[src/rtl/victim_way_selector.sv]
// victim_way_selector: per-set victim way choice with a single-entry registered response.
// Define VICTIM_PLRU_EN for tree-PLRU replacement; otherwise a per-set round-robin counter is used.
module victim_way_selector #(
    parameter int WAYS_P = 4,
    parameter int SETS_P = 16
) (
    input  logic                      clk_i,
    input  logic                      reset_n_i,
    input  logic                      req_v_i,
    output logic                      req_ready_o,
    input  logic [$clog2(SETS_P)-1:0] req_set_i,
    input  logic [WAYS_P-1:0]         valid_i,
    output logic                      resp_v_o,
    input  logic                      resp_ready_i,
    output logic [$clog2(WAYS_P)-1:0] resp_way_o,
    output logic                      resp_fill_o,
    input  logic                      touch_v_i,
    input  logic [$clog2(SETS_P)-1:0] touch_set_i,
    input  logic [$clog2(WAYS_P)-1:0] touch_way_i
);
    localparam int WW = $clog2(WAYS_P);

    logic          acc;
    logic          full;
    logic [WW-1:0] fill_way;
    logic [WW-1:0] victim;

    assign req_ready_o = !resp_v_o || resp_ready_i;
    assign acc         = req_v_i && req_ready_o;
    assign full        = &valid_i;

    // lowest-index invalid way, scanning downward so the lowest hit wins
    always_comb begin
        fill_way = '0;
        for (int i = WAYS_P - 1; i >= 0; i--)
            if (!valid_i[i]) fill_way = WW'(i);
    end

`ifdef VICTIM_PLRU_EN
    logic [WAYS_P-2:0] plru_q [SETS_P];

    function automatic logic [WAYS_P-2:0] plru_touch(input logic [WAYS_P-2:0] s, input logic [WW-1:0] w);
        logic [WAYS_P-2:0] r;
        int n;
        r = s;
        n = 0;
        for (int l = 0; l < WW; l++) begin
            r[n] = ~w[WW-1-l];
            n    = 2 * n + 1 + 32'(w[WW-1-l]);
        end
        return r;
    endfunction

    function automatic logic [WW-1:0] plru_victim(input logic [WAYS_P-2:0] s);
        logic [WW-1:0] w;
        int n;
        w = '0;
        n = 0;
        for (int l = 0; l < WW; l++) begin
            w[WW-1-l] = s[n];
            n         = 2 * n + 1 + 32'(w[WW-1-l]);
        end
        return w;
    endfunction

    assign victim = plru_victim(plru_q[req_set_i]);

    // victim issue counts as a touch of the victim and overrides a same-set touch
    always_ff @(posedge clk_i or negedge reset_n_i) begin
        if (!reset_n_i) begin
            for (int s = 0; s < SETS_P; s++) plru_q[s] <= '0;
        end else begin
            if (acc && full)
                plru_q[req_set_i] <= plru_touch(plru_q[req_set_i], victim);
            if (touch_v_i && !(acc && full && touch_set_i == req_set_i))
                plru_q[touch_set_i] <= plru_touch(plru_q[touch_set_i], touch_way_i);
        end
    end
`else
    logic [WW-1:0] rr_q [SETS_P];
    logic          unused_touch;

    assign unused_touch = ^{touch_v_i, touch_set_i, touch_way_i};
    assign victim       = rr_q[req_set_i];

    // round-robin pointer advances only when a full-set victim is issued
    always_ff @(posedge clk_i or negedge reset_n_i) begin
        if (!reset_n_i) begin
            for (int s = 0; s < SETS_P; s++) rr_q[s] <= '0;
        end else if (acc && full) begin
            rr_q[req_set_i] <= rr_q[req_set_i] + WW'(1);
        end
    end
`endif

    // single-entry response register; reload on accept, clear on consume
    always_ff @(posedge clk_i or negedge reset_n_i) begin
        if (!reset_n_i) begin
            resp_v_o    <= 1'b0;
            resp_way_o  <= '0;
            resp_fill_o <= 1'b0;
        end else if (acc) begin
            resp_v_o    <= 1'b1;
            resp_way_o  <= full ? victim : fill_way;
            resp_fill_o <= !full;
        end else if (resp_ready_i) begin
            resp_v_o    <= 1'b0;
        end
    end
endmodule

[config.mk]
export PLATFORM = sky130hd
export DESIGN_NAME = victim_way_selector
export DESIGN_NICKNAME = d
export VERILOG_FILES = /design/src/rtl/victim_way_selector.sv
export SDC_FILE = /design/constraint.sdc
export NUM_CORES = 1
export LEC_CHECK = 0
export BUFFER_PORTS_ARGS = -buffer_cell sky130_fd_sc_hd__buf_2
export CORE_MARGIN = 2
export CORE_UTILIZATION = 57
export CTS_CLUSTER_SIZE = 10
export DETAILED_ROUTE_END_ITERATION = 10
export PLACE_DENSITY = 0.9
export SYNTH_ARGS = -nofsm -noshare
export SYNTH_HDL_FRONTEND = slang
export SYNTH_SLANG_ARGS = --single-unit
[constraint.sdc]
create_clock -name clk_i -period 2.4 [get_ports clk_i]
set_input_delay 0.12 -clock clk_i [delete_from_list [all_inputs] [get_ports clk_i]]
set_output_delay 0.12 -clock clk_i [all_outputs]
set_load 0.01 [all_outputs]
==> reports/metrics.yaml, run 1 <==
synth_cell_types: 31
final_common_cell: "dfrtp_1"
gr-total-overflow: 0
critPathLaunch: "resp_v_o$_DFFE_PN0P_"
dieWidth_microns: 61.5
cts-root-buf: "clkbuf_4"
grt_max_degree: 37
worst_slack_ns: 0.154
wl_mm: 3.52
synthesis.area_sq_um: 1890
numCtsBuffers: 5
drt_iter0_drc: 66
yosys_most_used_dff: "dfrtp_1"
track_usage_pct: 22.1
max_clock_freq_mhz: 445
r2r_start: "resp_v_o$_DFFE_PN0P_"
setup_viol: 0
synth-simple-area-share_pct: 10.8
syn_area_per_cell_sq_um: 14.1
tightest_slew_ns: 0.801
core.rowCount: 20
fin_setup_tns_ns: 0
hold_depth: 3
htreeDepth: 2
fin_util_pct: 66.0
min_period_ns: 2.25
ant_nets: 0
arrival_ns: 2.49
grt_setup_unrepaired: "no"
p_per_area_nw_per_um2: 526
synth_edf_count: 0
post-route-period-util_pct: 93.6
hold_violations: 0
hold_path.class: "input pin to flip-flop"
dp_slack_ns: 0.179
hpwlAfterDp_mm: 2.58
worst_setup_path_start_kind: "flip-flop"
io_buffers: 16
routedWlPerCell_microns: 17.9
seq_area_sq_um: 901
synthCells: 134
clock_latency_ns: 0.35
vias: 1174
drive_gt1_share_pct: 39.5
dieArea_sq_um: 3780
max-slew-margin-rel_pct: 46.6
grt_pass1_vias: 1245
crit_fanout: 8
cts_resized: 0
syn_to_final_growth_pct: 8.56
cp_data_required_time_ns: 2.64
die_h_microns: 61.5
place.gp.congestion: 0.736
dp.cells: 188
clkTransAtPathRegs_ns: 0.11
vdd_drop_max_mv: 0.295
tritoncts: "built"
yosysWarnings: 0
synth_mux_area_share_pct: 34.5
synth_fa_ha_area_share_pct: 0
reg2reg_depth: 4
synth-compound-area-share_pct: 1.79
n_antenna_cell: 0
async_flop_share_pct: 100
viasPerCell: 5.99
leakagePower_uw: 0.000992
slew_violations: 0
nFillCells: 228
final_cells: 196
grt_antenna_before_repair: 0
grt_pass1_wl_mm: 5.88
synth_top_family_by_area: "multiplexers"
outcome: "finished, final reports clean"
syn-num-nets: 153
synth-seq-cells: 36
synth_xor_area_share_pct: 1.73
worst-setup-path-type: "flip-flop to flip-flop"
initial_core_util_pct: 60.8
core_area_sq_um: 3100
dr.pass1.iters: 4
yosysSeqAreaShare_pct: 47.8
route.detailed.drc: 0
io_pins: 24
skew_ns: 0.0195
clock_path_buffers: 2
fin_nets: 171
endpoint_kind: "flip-flop"
holdWs_ns: 0.0619
mostFrequentLayoutCells: "dfrtp_1, mux2_2, buf_2"
multiInputGateArea_sq_um: 921
min_from: "valid_i[0]"
cap_violations: 0
cts.sinks: 36
==> metal layers <==
metal,share of wire (%),global-route usage (%),vias up,wire length [microns]
met5,0,0,-,0
met3,4.1,5.46,9,145
met2,51,36.8,34,1780
met4,1.9,8.21,0,68
li1,-,-,544,-
met1,43,28.1,587,1520
==> final timing paths <==
check	end	slack, ns
min reg2reg	resp_way_o[0]$_DFFE_PN0P_	0.50
max in group asynchronous	rr_q[19]$_DFFE_PN0P_	1.50
min in group asynchronous	rr_q[18]$_DFFE_PN0P_	0.38
max	rr_q[17]$_DFFE_PN0P_	0.15
max reg2reg	rr_q[17]$_DFFE_PN0P_	0.15
min	resp_way_o[0]$_DFFE_PN0P_	0.06
==> stage by stage <==
stage          instance area [sq um]  power (uW)
3_5_place_dp                    1990         789
6_report                        2050        1080
5_1_grt                         2050        1120
3_3_place_gp                    1990         779
4_1_cts                         2050        1080
2_1_floorplan                   1890         742
==> worst max-delay path, cell delays in order, from the launching register on <==
cell	delay (ns)
dfrtp_1	0.39
nor2b_1	0.18
or4_1	0.68
nor4_1	0.50
mux2_2	0.41
==> final cells by class <==
cell class                      count  area share (%)
Clock buffer                        6            2.02
Clock inverter                      1           0.244
Inverter                            7            1.28
Multi-Input combinational cell     84            45.0
Sequential cell                    36            44.0
Tap cell                           44            2.69
Timing Repair Buffer               18            4.77
==> cells by family (layout without fill, tap and decap cells) <==
family,Yosys count,after routing
mux,46,46
buf+inv,14,32
flops,36,36
compound gates,5,5
simple gates,31,31
xor+xnor,2,2
==> power by group <==
part           switching, uW  internal (uW)
Sequential              11.8            630
Combinational           80.1           56.5
Clock                    190            108
Total                    282            795
==> cells in the mapped netlist (2+ instances only) <==
cell	n	share of area [%]
dfrtp_1	36	48
mux2_2	28	17
inv_1	7	1.4
nand2_1	7	1.4
mux2_1	6	3.6
mux4_1	6	8.4
nand4_1	5	1.7
nor4_1	5	1.7
and4_1	3	1.4
buf_2	3	0.80
clkbuf_1	2	0.40
mux2i_1	2	1.1
mux2i_4	2	2.4
mux4_2	2	2.4
nor2_1	2	0.40
nor4_2	2	1.3
xor2_2	2	1.7
==> timing repair <==
action                                 in CTS  in global routing
endpoints found under the hold margin      36                  0
buffers inserted                            0                  0
hold buffers                                1                  0
==> flip-flops by register name, indices dropped and copies added, names as in the netlist <==
register     cells
resp_way_o       2
rr_q            32
resp_fill_o      1
resp_v_o         1
Power figures use the tool's default switching activity.
==> run 2, diff against run 1 <==
Settings changed: CORE_MARGIN 2 to unset.
==> reports/metrics.yaml, run 2 (same netlist as run 1, synthesis figures left out) <==
clock_latency_ns: 0.34
dieArea_sq_um: 3540
hpwlAfterDp_mm: 2.64
fin_nets: 171
leakagePower_uw: 0.000996
cts.sinks: 36
post-route-period-util_pct: 92.0
cts_resized: 0
dieWidth_microns: 59.5
cp_data_required_time_ns: 2.63
tightest_slew_ns: 0.800
route.detailed.drc: 0
slew_violations: 0
p_per_area_nw_per_um2: 541
place.gp.congestion: 0.722
grt.busiest_layer: "met2"
track_usage_pct: 25.0
gr-total-overflow: 0
max-slew-margin-rel_pct: 46.7
tritoncts: "built"
worst_setup_path_start_kind: "flip-flop"
skew_ns: 0.0122
worst-setup-path-type: "flip-flop to flip-flop"
hold_path.class: "input pin to flip-flop"
io_pins: 24
initial_core_util_pct: 60.8
vdd_drop_max_mv: 0.361
syn_to_final_growth_pct: 9.22
outcome: "finished, final reports clean"
viasPerCell: 6.12
multiInputGateArea_sq_um: 921
min_period_ns: 2.21
clkTransAtPathRegs_ns: 0.10
largest_reg_flops: 32
fin_util_pct: 66.4
cts-root-buf: "clkbuf_4"
fin_setup_tns_ns: 0
io_buffers: 16
drive_gt1_share_pct: 39.2
endpoint_kind: "flip-flop"
seq_area_sq_um: 901
arrival_ns: 2.44
numCtsBuffers: 5
largest_register: "rr_q"
gr-usage-met3_pct: 7.86
clock_path_buffers: 2
drt_iter0_drc: 38
core.rowCount: 20
top_regs: "rr_q (32), resp_way_o (2)"
htreeDepth: 2
grt_pass1_wl_mm: 6.25
holdWs_ns: 0.0533
final_cells: 197
dp_slack_ns: 0.251
grt_antenna_before_repair: 0
grt_setup_unrepaired: "no"
mostFrequentLayoutCells: "dfrtp_1, mux2_2, buf_2"
gr-usage-met2_pct: 42.2
grt_pass1_vias: 1311
crit_fanout: 8
dp.cells: 188
n_antenna_cell: 0
cts_setup_buffers: 0
core_area_sq_um: 3100
ant_nets: 0
grt_max_degree: 37
nFillCells: 220
use_met1_pct: 28.8
routedWlPerCell_microns: 18.7
hold_violations: 0
wl_mm: 3.69
die_h_microns: 59.5
final_common_cell: "dfrtp_1"
setup_viol: 0
worst_slack_ns: 0.193
cap_violations: 0
max_clock_freq_mhz: 453
vias: 1205
dr.pass1.iters: 4
-- run 2: cell types whose count changed in the layout (fill, tap and decap cells not counted) --
cell / change
clkbuf_1: +1
clkbuf_8: +1
clkinv_2: -1
-- run 2: area by class of cell --
class | count | share of cell area [%]
inverter | 7 | 1.28
timing repair buffer | 18 | 4.74
clock buffer | 8 | 2.86
sequential | 36 | 43.7
tap | 44 | 2.67
multi-input combinational | 84 | 44.7
-- run 2: path summary, 6_finish.rpt --
path                                 startpoint  slack (ns)              endpoint  depth (start not counted)
min in group asynchronous             reset_n_i        0.39  resp_v_o$_DFFE_PN0P_                          2
hold / removal                          req_v_i        0.05  resp_v_o$_DFFE_PN0P_                          3
max in group asynchronous             reset_n_i        1.49  rr_q[10]$_DFFE_PN0P_                          2
hold reg to reg            rr_q[15]$_DFFE_PN0P_        0.51  rr_q[15]$_DFFE_PN0P_                          1
setup reg to reg           resp_v_o$_DFFE_PN0P_        0.19  rr_q[24]$_DFFE_PN0P_                          4
setup / recovery           resp_v_o$_DFFE_PN0P_        0.19  rr_q[24]$_DFFE_PN0P_                          4
-- run 2: metal layers --
metal / vias to the layer above / share of wire (%)
li1: 543 / -
met2: 55 / 49
met5: - / 0
met4: 0 / 2.6
met3: 13 / 5.7
met1: 594 / 43
-- run 2: critical path, stage by stage (launching register included) --
cell	delay, ns
dfrtp_1	0.39
nor2b_1	0.18
or4_1	0.69
nor4_1	0.45
mux2_2	0.39
-- run 2: timing repair --
item                                    in CTS  in global routing
endpoints found under the hold margin       36                  0
endpoints found under the setup margin       0                  0
hold buffers                                 1                  0
-- run 2: report_power, final --
group | total [uW] | switching, uW | internal (uW)
clock | 332 | 188 | 145
sequential | 643 | 12.4 | 630
combinational | 139 | 82.0 | 56.6
-- run 2: through the flow --
step	cell area, sq um	total power, uW
after global placement	1990	780
final	2060	1110
after floorplan	1890	742
after CTS	2060	1120
after global routing	2060	1160
after detailed placement	1990	791
==> run 3, diff against run 2 <==
Settings changed: CELL_PAD_IN_SITES_DETAIL_PLACEMENT set to 0, CELL_PAD_IN_SITES_GLOBAL_PLACEMENT set to 1, CORE_UTILIZATION 57 to 47.
==> reports/metrics.yaml, run 3 (same netlist as run 1, synthesis figures left out) <==
outcome: "finished, final reports clean"
largest_reg_flops: 32
n_antenna_cell: 0
track_usage_pct: 19.5
cts-root-buf: "clkbuf_8"
htreeDepth: 2
grt_pass1_vias: 1203
min_period_ns: 2.27
dieArea_sq_um: 4270
final_common_cell: "dfrtp_1"
pwr-share-comb_pct: 11.0
core.rowCount: 22
max-slew-margin-rel_pct: 47.6
route.detailed.drc: 0
slew_violations: 0
stdcell_area_sq_um: 2100
wl_mm: 3.50
final_cells: 200
dp.cells: 192
tritoncts: "built"
grt_max_degree: 37
core_area_sq_um: 3740
nFillCells: 307
setup_viol: 0
max_clock_freq_mhz: 440
viasPerCell: 5.96
mostFrequentLayoutCells: "dfrtp_1, mux2_2, buf_2"
hold_path.class: "input pin to flip-flop"
syn_to_final_growth_pct: 11.5
dr.pass1.iters: 4
clock_path_buffers: 2
arrival_ns: 2.44
grt_pass1_wl_mm: 5.96
worst_setup_path_start_kind: "flip-flop"
top_regs: "rr_q (32), resp_way_o (2)"
p_per_area_nw_per_um2: 588
hold_violations: 0
cts_resized: 0
vdd_drop_max_mv: 0.256
cap_violations: 0
largest_register: "rr_q"
place.gp.congestion: 0.705
vias: 1192
hpwlAfterDp_mm: 2.51
io_buffers: 16
cp_data_required_time_ns: 2.57
grt_setup_unrepaired: "no"
p_switching_uw: 293
fin_nets: 171
ant_nets: 0
clkTransAtPathRegs_ns: 0.07
crit_fanout: 8
cts.sinks: 36
leakagePower_uw: 0.00101
initial_core_util_pct: 50.4
numCtsBuffers: 5
tightest_slew_ns: 0.787
post-route-period-util_pct: 94.7
clockPowerShare_pct: 37.0
fin_setup_tns_ns: 0
place_area_sq_um: 2000
skew_ns: 0.00601
drive_gt1_share_pct: 40.1
die_h_microns: 65.3
endpoint_kind: "flip-flop"
clock_latency_ns: 0.29
power_frac_seq_pct: 52.0
internal_power_uw: 943
worst-setup-path-type: "flip-flop to flip-flop"
power_uw: 1240
dieWidth_microns: 65.3
gr-total-overflow: 0
switching_share_pct: 23.7
drt_iter0_drc: 81
grt_antenna_before_repair: 0
io_pins: 24
routedWlPerCell_microns: 17.5
## run 3: worst paths after layout
check	from	to	slack (ns)	cells past startpoint
hold reg to reg	resp_way_o[0]$_DFFE_PN0P_	resp_way_o[0]$_DFFE_PN0P_	0.48	2
min in group asynchronous	reset_n_i	rr_q[0]$_DFFE_PN0P_	0.45	2
hold / removal	req_v_i	resp_v_o$_DFFE_PN0P_	0.1	3
max in group asynchronous	reset_n_i	rr_q[10]$_DFFE_PN0P_	1.45	2
setup / recovery	resp_v_o$_DFFE_PN0P_	rr_q[19]$_DFFE_PN0P_	0.13	4
setup reg to reg	resp_v_o$_DFFE_PN0P_	rr_q[19]$_DFFE_PN0P_	0.13	4
## run 3: routing by layer
| layer | GRT usage (%) | up-vias | share of wire, % |
|---|---|---|---|
| met4 | 9.51 | 0 | 2.5 |
| met1 | 24.0 | 612 | 44 |
| met5 | 0 | - | 0 |
| li1 | - | 541 | - |
| met3 | 5.56 | 9 | 4.7 |
| met2 | 31.4 | 30 | 49 |
## run 3: critical path, cell delays in order (launching register included)
cell and delay, ns:
dfrtp_1 0.37, nor2b_1 0.17, or4_1 0.69, nor4_1 0.51
mux2_2 0.41
## run 3: final cells by class
| class | count | area, sq um | area share [%] |
|---|---|---|---|
| Sequential cell | 36 | 901 | 42.9 |
| Inverter | 7 | 26.3 | 1.25 |
| Tap cell | 48 | 60.1 | 2.86 |
| Timing Repair Buffer | 18 | 97.6 | 4.64 |
| Multi-Input combinational cell | 84 | 921 | 43.8 |
| Clock buffer | 7 | 96.3 | 4.58 |
## run 3: repair_timing
item | CTS | global route
hold endpoints to repair | 36 | 0
hold buffers | 1 | 0
setup buffers | 0 | 0
## run 3: power groups by stage
stage	clock network [uW]	logic (uW)	registers (uW)
6_report	458	136	642
5_1_grt	489	150	645
4_1_cts	464	136	642
3_5_place_dp	0	134	654
3_3_place_gp	0	130	652
2_1_floorplan	0	89.0	653
## run 3: through the flow
step / hold slack, ns / utilization [%] / setup WS (ns)
2_1_floorplan: -0.176 / - / 0.407
3_3_place_gp: 0.214 / 53.3 / 0.263
3_5_place_dp: 0.242 / 53.3 / 0.179
4_1_cts: 0.0942 / 56.1 / 0.158
5_1_grt: 0.123 / 56.1 / 0.0792
6_report: 0.0960 / 56.1 / 0.127
